**config.mk**
```make
export PLATFORM = sky130hd
export DESIGN_NAME = gpio_code_tx
export DESIGN_NICKNAME = d
export VERILOG_FILES = /design/src/rtl/gpio_tx_pkg.sv /design/src/rtl/code_fifo.sv /design/src/rtl/gpio_code_tx.sv
export SDC_FILE = /design/constraint.sdc
export NUM_CORES = 1
export LEC_CHECK = 0
export ABC_AREA = 1
export BUFFER_PORTS_ARGS = -buffer_cell sky130_fd_sc_hd__buf_4
export CORE_UTILIZATION = 60
export CTS_BUF_LIST = sky130_fd_sc_hd__clkbuf_8
export DETAILED_ROUTE_END_ITERATION = 16
export PLACE_DENSITY = 0.79
export SLEW_MARGIN = 20
export SYNTH_ARGS = -nofsm -noshare
export SYNTH_HDL_FRONTEND = slang
export SYNTH_HIERARCHICAL = 1
export SYNTH_SLANG_ARGS = --single-unit
```
**constraint.sdc**
```tcl
create_clock -name CLOCK_50 -period 3.9 [get_ports CLOCK_50]
set_input_delay 0.195 -clock CLOCK_50 [delete_from_list [all_inputs] [get_ports CLOCK_50]]
set_output_delay 0.195 -clock CLOCK_50 [all_outputs]
set_load 0.01 [all_outputs]
```
**src/rtl/gpio_tx_pkg.sv**
```systemverilog
// Shared constants and types for the GPIO code transmitter.
// Latency: n/a (declarations only).
// Backpressure: n/a (declarations only).
package gpio_tx_pkg;

   localparam int CODE_W             = 3;
   localparam int DEF_SETUP_CYCLES   = 50;
   localparam int DEF_TIMEOUT_CYCLES = 500000;   // 10 ms at 50 MHz
   localparam int DEF_GAP_CYCLES     = 25;
   localparam int DEF_FIFO_DEPTH     = 4;

   typedef logic [CODE_W-1:0] code_t;

   typedef enum logic [2:0] {
      ST_IDLE   = 3'd0,
      ST_SETUP  = 3'd1,
      ST_STROBE = 3'd2,
      ST_HOLD   = 3'd3,
      ST_GAP    = 3'd4
   } tx_state_t;

   function automatic int max3(input int a, input int b, input int c);
      int m;
      m = (a > b) ? a : b;
      return (m > c) ? m : c;
   endfunction

endpackage

```
**src/rtl/code_fifo.sv**
```systemverilog
// Small show-ahead queue of event codes waiting for transmission.
// Latency: a pushed entry is visible on dout the cycle after the push.
// Backpressure: push is dropped when full unless a pop happens in the same cycle.
//
// Ports: clk, reset (sync, active-high), push/din write side,
//        pop/dout read side (dout is the head, valid while !empty), full, empty.
// DEPTH must be a power of two, at least 2.
module code_fifo #(
   parameter int DEPTH = 4,
   parameter int W     = 3
) (
   input  logic         clk,
   input  logic         reset,
   input  logic         push,
   input  logic         pop,
   input  logic [W-1:0] din,
   output logic [W-1:0] dout,
   output logic         full,
   output logic         empty
);

   localparam int AW = $clog2(DEPTH);

   logic [W-1:0] mem [DEPTH];
   logic [AW:0]  wr_ptr;
   logic [AW:0]  rd_ptr;
   logic         push_ok;
   logic         pop_ok;

   // Pointers carry one extra wrap bit so full and empty are distinguishable.
   assign empty   = (wr_ptr == rd_ptr);
   assign full    = (wr_ptr[AW] != rd_ptr[AW]) && (wr_ptr[AW-1:0] == rd_ptr[AW-1:0]);
   assign push_ok = push && (!full || pop);
   assign pop_ok  = pop && !empty;
   assign dout    = mem[rd_ptr[AW-1:0]];

   always_ff @(posedge clk) begin
      if (reset) begin
         wr_ptr <= '0;
         rd_ptr <= '0;
      end else begin
         if (push_ok) wr_ptr <= wr_ptr + 1'b1;
         if (pop_ok)  rd_ptr <= rd_ptr + 1'b1;
      end
   end

   // Storage needs no reset; the pointers decide what is valid.
   always_ff @(posedge clk) begin
      if (push_ok && !reset) mem[wr_ptr[AW-1:0]] <= din;
   end

endmodule

```
**src/rtl/gpio_code_tx.sv**
```systemverilog
// Queues 3-bit event codes and hands each to a host over GPIO with a strobe/ack handshake.
// Latency: a code sent into an idle block reaches gpio_data two cycles later; strobe follows SETUP_CYCLES on.
// Backpressure: none upstream; a send into a full queue is dropped and latches overflow.
//
// Ports: CLOCK_50, reset (sync, active-high), send/code enqueue side,
//        ack_in (asynchronous host acknowledge), gpio_data/gpio_strobe host side,
//        busy, done, timeout_err, overflow status flags.
module gpio_code_tx
   import gpio_tx_pkg::*;
#(
   parameter int SETUP_CYCLES   = DEF_SETUP_CYCLES,
   parameter int TIMEOUT_CYCLES = DEF_TIMEOUT_CYCLES,
   parameter int GAP_CYCLES     = DEF_GAP_CYCLES,
   parameter int FIFO_DEPTH     = DEF_FIFO_DEPTH
) (
   input  logic              CLOCK_50,
   input  logic              reset,
   input  logic              send,
   input  logic [CODE_W-1:0] code,
   input  logic              ack_in,
   output logic [CODE_W-1:0] gpio_data,
   output logic              gpio_strobe,
   output logic              busy,
   output logic              done,
   output logic              timeout_err,
   output logic              overflow
);

   localparam int CNT_W = $clog2(max3(SETUP_CYCLES, TIMEOUT_CYCLES, GAP_CYCLES) + 1);
   localparam logic [CNT_W-1:0] SETUP_LAST = CNT_W'(SETUP_CYCLES - 1);
   localparam logic [CNT_W-1:0] TMO_LAST   = CNT_W'(TIMEOUT_CYCLES - 1);
   localparam logic [CNT_W-1:0] GAP_LAST   = CNT_W'(GAP_CYCLES - 1);

   tx_state_t        state;
   tx_state_t        state_nxt;
   logic [CNT_W-1:0] cnt;
   code_t            frame;
   code_t            fifo_dout;
   logic             fifo_full;
   logic             fifo_empty;
   logic             fifo_push;
   logic             fifo_pop;
   logic             ack_m;
   logic             ack_s;
   logic             done_nxt;
   logic             tmo_nxt;

   // Two-flop synchronizer for the host acknowledge.
   always_ff @(posedge CLOCK_50) begin
      if (reset) begin
         ack_m <= 1'b0;
         ack_s <= 1'b0;
      end else begin
         ack_m <= ack_in;
         ack_s <= ack_m;
      end
   end

   // Popping frees a slot in the same cycle, so a push on a full queue still lands.
   assign fifo_pop  = (state == ST_IDLE) && !fifo_empty;
   assign fifo_push = send && (!fifo_full || fifo_pop);

   code_fifo #(
      .DEPTH (FIFO_DEPTH),
      .W     (CODE_W)
   ) u_fifo (
      .clk   (CLOCK_50),
      .reset (reset),
      .push  (fifo_push),
      .pop   (fifo_pop),
      .din   (code),
      .dout  (fifo_dout),
      .full  (fifo_full),
      .empty (fifo_empty)
   );

   // Ack is only looked at in STROBE and HOLD; SETUP and GAP run on time alone.
   always_comb begin
      state_nxt = state;
      done_nxt  = 1'b0;
      tmo_nxt   = 1'b0;
      case (state)
         ST_IDLE: begin
            if (!fifo_empty) state_nxt = ST_SETUP;
         end
         ST_SETUP: begin
            if (cnt == SETUP_LAST) state_nxt = ST_STROBE;
         end
         ST_STROBE: begin
            if (ack_s) begin
               state_nxt = ST_HOLD;
            end else if (cnt == TMO_LAST) begin
               state_nxt = ST_GAP;
               tmo_nxt   = 1'b1;
            end
         end
         ST_HOLD: begin
            if (!ack_s) begin
               state_nxt = ST_GAP;
               done_nxt  = 1'b1;
            end else if (cnt == TMO_LAST) begin
               state_nxt = ST_GAP;
               tmo_nxt   = 1'b1;
            end
         end
         ST_GAP: begin
            if (cnt == GAP_LAST) state_nxt = ST_IDLE;
         end
         default: state_nxt = ST_IDLE;
      endcase
   end

   always_ff @(posedge CLOCK_50) begin
      if (reset) begin
         state       <= ST_IDLE;
         cnt         <= '0;
         frame       <= '0;
         done        <= 1'b0;
         timeout_err <= 1'b0;
         overflow    <= 1'b0;
      end else begin
         state       <= state_nxt;
         done        <= done_nxt;
         timeout_err <= tmo_nxt;
         // Counter restarts on every state change and saturates rather than wrapping.
         if (state_nxt != state)   cnt <= '0;
         else if (cnt != '1)       cnt <= cnt + 1'b1;
         if (fifo_pop)             frame <= fifo_dout;
         if (send && fifo_full && !fifo_pop) overflow <= 1'b1;
      end
   end

   assign gpio_strobe = (state == ST_STROBE);
   assign gpio_data   = ((state == ST_SETUP) || (state == ST_STROBE) || (state == ST_HOLD))
                        ? frame : '0;
   assign busy        = (state != ST_IDLE) || !fifo_empty;

endmodule
```
==> impl_metrics.env <==
export IMPL_post_route_min_period_ns=2.67
export IMPL_diodes=0
export IMPL_htreeDepth=2
export IMPL_wl_microns=5510
export IMPL_crit_required_ns=3.88
export IMPL_fin_cells=427
export IMPL_multiInputGateArea_sq_um=1400
export IMPL_gp_congestion=0.897
export IMPL_synth_edf_count=12
export IMPL_cts_tree="done"
export IMPL_cts_setup_buffers=0
export IMPL_postSynthAreaPerCell_sq_um=7.74
export IMPL_drv_cap=0
export IMPL_drc=0
export IMPL_clock_path_buffers=2
export IMPL_cts_sinks=50
export IMPL_coreArea_sq_um=4380
export IMPL_routedWlPerCell_microns=12.9
export IMPL_cp_end_kind="register"
export IMPL_dieHeight_microns=69.8
export IMPL_p_total_uw=1470
export IMPL_ys_ff_latch=50
export IMPL_cp_slowest_cell="a21boi_0"
export IMPL_drt_pass1_iter_count=4
export IMPL_ctsHoldBuffers=0
export IMPL_cp_top_family="simple AND/OR/NAND/NOR gates"
export IMPL_finClkSkew_ns=0.0116
export IMPL_cts_buffers=5
export IMPL_cp_start_kind="register"
export IMPL_worst_path_largest_cell_delay_ns=0.53
export IMPL_drt_iter0_markers=162
export IMPL_synth_nets=372
export IMPL_crit_chain="inv_1, nand2_1, nand2_1, nand3_2, inv_1, nor2_4, inv_1, a21boi_0, nand2_1, nor3_1"
export IMPL_grt_start_max_net_pins=20
export IMPL_drive_above_1_share_pct=14.1
export IMPL_synth_area_sq_um=2760
export IMPL_root_buffer="clkbuf_8"
export IMPL_cp_num_buf_inv=3
export IMPL_yosysSeqAreaShare_pct=40.6
export IMPL_synthArstFlopShare_pct=0
export IMPL_dpl_cell_count=419
export IMPL_path_max_fanout=8
export IMPL_io_buffers=14
export IMPL_hold_viol_final=0
export IMPL_area_delta_synth_final_pct=8.34
export IMPL_worst_slew_pin_slew_ns=0.607
export IMPL_synth_cell_type_count=37
export IMPL_fmax_ghz=0.375
export IMPL_fillers=361
export IMPL_pin_count=15
export IMPL_criticalPathCategory="register to register"
export IMPL_die_w_microns=69.8
export IMPL_ant_nets=0
export IMPL_fin_tns_setup_ns=0
export IMPL_yosys_warnings=6
export IMPL_outcome="finished clean"
export IMPL_hold_path_class="primary input to register"
export IMPL_postSynthCellCount=357
export IMPL_fin_crit_sh_pct=68.4
export IMPL_post_drt_via_cell_ratio=5.43
export IMPL_clock_latency_ns=0.31
export IMPL_final_nets=389
export IMPL_rsz0062_at_grt="false"
export IMPL_finalSetupViolCount=0
export IMPL_drv_slew=0
export IMPL_grt_usage_pct=25.1
export IMPL_initial_core_util_pct=63.0
export IMPL_ctsResizeCount=0
export IMPL_power_density_nw_per_um2=491
export IMPL_whs_ns=0.0764
export IMPL_grt_pass1_vias=2189
export IMPL_clkTransAtPathRegs_ns=0.10
export IMPL_dp_hpwl_microns=4110
export IMPL_grt_pass1_wl_microns=9690
export IMPL_synth_ff_type="dfxtp_1"
export IMPL_ir_worst_vdd_v=0.000417
export IMPL_crit_arrival_ns=2.65
export IMPL_antenna_found_initial=0
export IMPL_die_area_sq_um=4880
export IMPL_vias=2317
export IMPL_slew_limit_headroom_pct=59.2
export IMPL_leakage_uw=0.00121
export IMPL_seqCellArea_sq_um=1120
export IMPL_fp_row_count=24
export IMPL_grt_overflow_total=0
## cells in the mapped netlist (all sizes together), types with 5 or more instances
cell    instances  area share [%]
a21oi           9             2.2
dfxtp          38              28
edfxtp         12              13
ha              8             3.6
inv            52             7.1
nand2          57             8.3
nand3          26             5.3
nand4           6             1.8
nor2           68              10
nor3           37             8.9
o21ai           7             1.3
xnor2           5             1.9
xor2           11             3.5
## sequential cells by signal (all words and copies together) (netlist names), named ones only
signal,cells
cnt,19
u_fifo/mem,12
frame,3
state,3
u_fifo/rd_ptr,3
u_fifo/wr_ptr,3
ack_m,1
ack_s,1
done,1
overflow,1
timeout_err,1
## area by class of cell
| type | instances | share of cell area (%) |
|---|---|---|
| multi-input combinational | 250 | 46.9 |
| tap | 52 | 2.17 |
| sequential | 50 | 37.5 |
| clock buffer | 5 | 2.30 |
| inverter | 53 | 6.69 |
| timing repair buffer | 14 | 3.51 |
| clock inverter | 3 | 0.962 |
## worst paths after layout
check | cells after the start | end | slack, ns | startpoint
worst max-delay path | 10 | u_fifo/mem[2][2] | 1.23 | u_fifo/wr_ptr[1]
worst min-delay path | 1 | u_fifo/mem[0][2] | 0.08 | code[2]
worst max register to register | 10 | u_fifo/mem[2][2] | 1.23 | u_fifo/wr_ptr[1]
worst min register to register | 2 | ack_s | 0.42 | ack_m
## where the power goes
part | total, uW | switching, uW | leakage, uW | internal (uW)
logic | 493 | 328 | 0.000738 | 166
registers | 650 | 63.0 | 0.000418 | 587
clock network | 324 | 191 | 0.0000502 | 133
total | 1470 | 582 | 0.00121 | 886
## metal layers
| layer | up-vias | wire, microns | global-route usage (%) |
|---|---|---|---|
| met4 | 0 | 76 | 11.1 |
| met2 | 59 | 2500 | 37.6 |
| met1 | 1057 | 2610 | 34.0 |
| met5 | - | 0 | 0 |
| li1 | 1194 | - | - |
| met3 | 7 | 332 | 6.69 |
## kinds of logic after synthesis
| logic type | after synthesis | synth area share, % |
|---|---|---|
| compound gates | 27 | 6.21 |
| fa+ha+maj | 8 | 3.62 |
| buf+inv | 57 | 8.61 |
| flops | 50 | 40.6 |
| xor+xnor | 16 | 5.35 |
| simple gates | 199 | 35.6 |
## cell usage in the layout, fill, tap and decap left out, types with 8 or more instances in the layout
cell,synthesis,routed
buf_4,0,14
ha_1,8,8
nor3_1,26,26
nor3_2,10,10
inv_1,49,49
xor2_1,11,11
nor2_1,64,64
nand3_1,24,24
dfxtp_1,38,38
edfxtp_1,12,12
nand2_1,53,53
## through the flow
stage,area [sq um],util (%),worst slack [ns]
floorplan,2760,-,1.62
global placement,2890,66.0,1.37
detailed placement,2890,66.0,1.23
CTS,2990,68.2,1.24
global route,2990,68.2,0.860
finish,2990,68.2,1.23
Note: power is estimated with default switching activity, not from simulation.
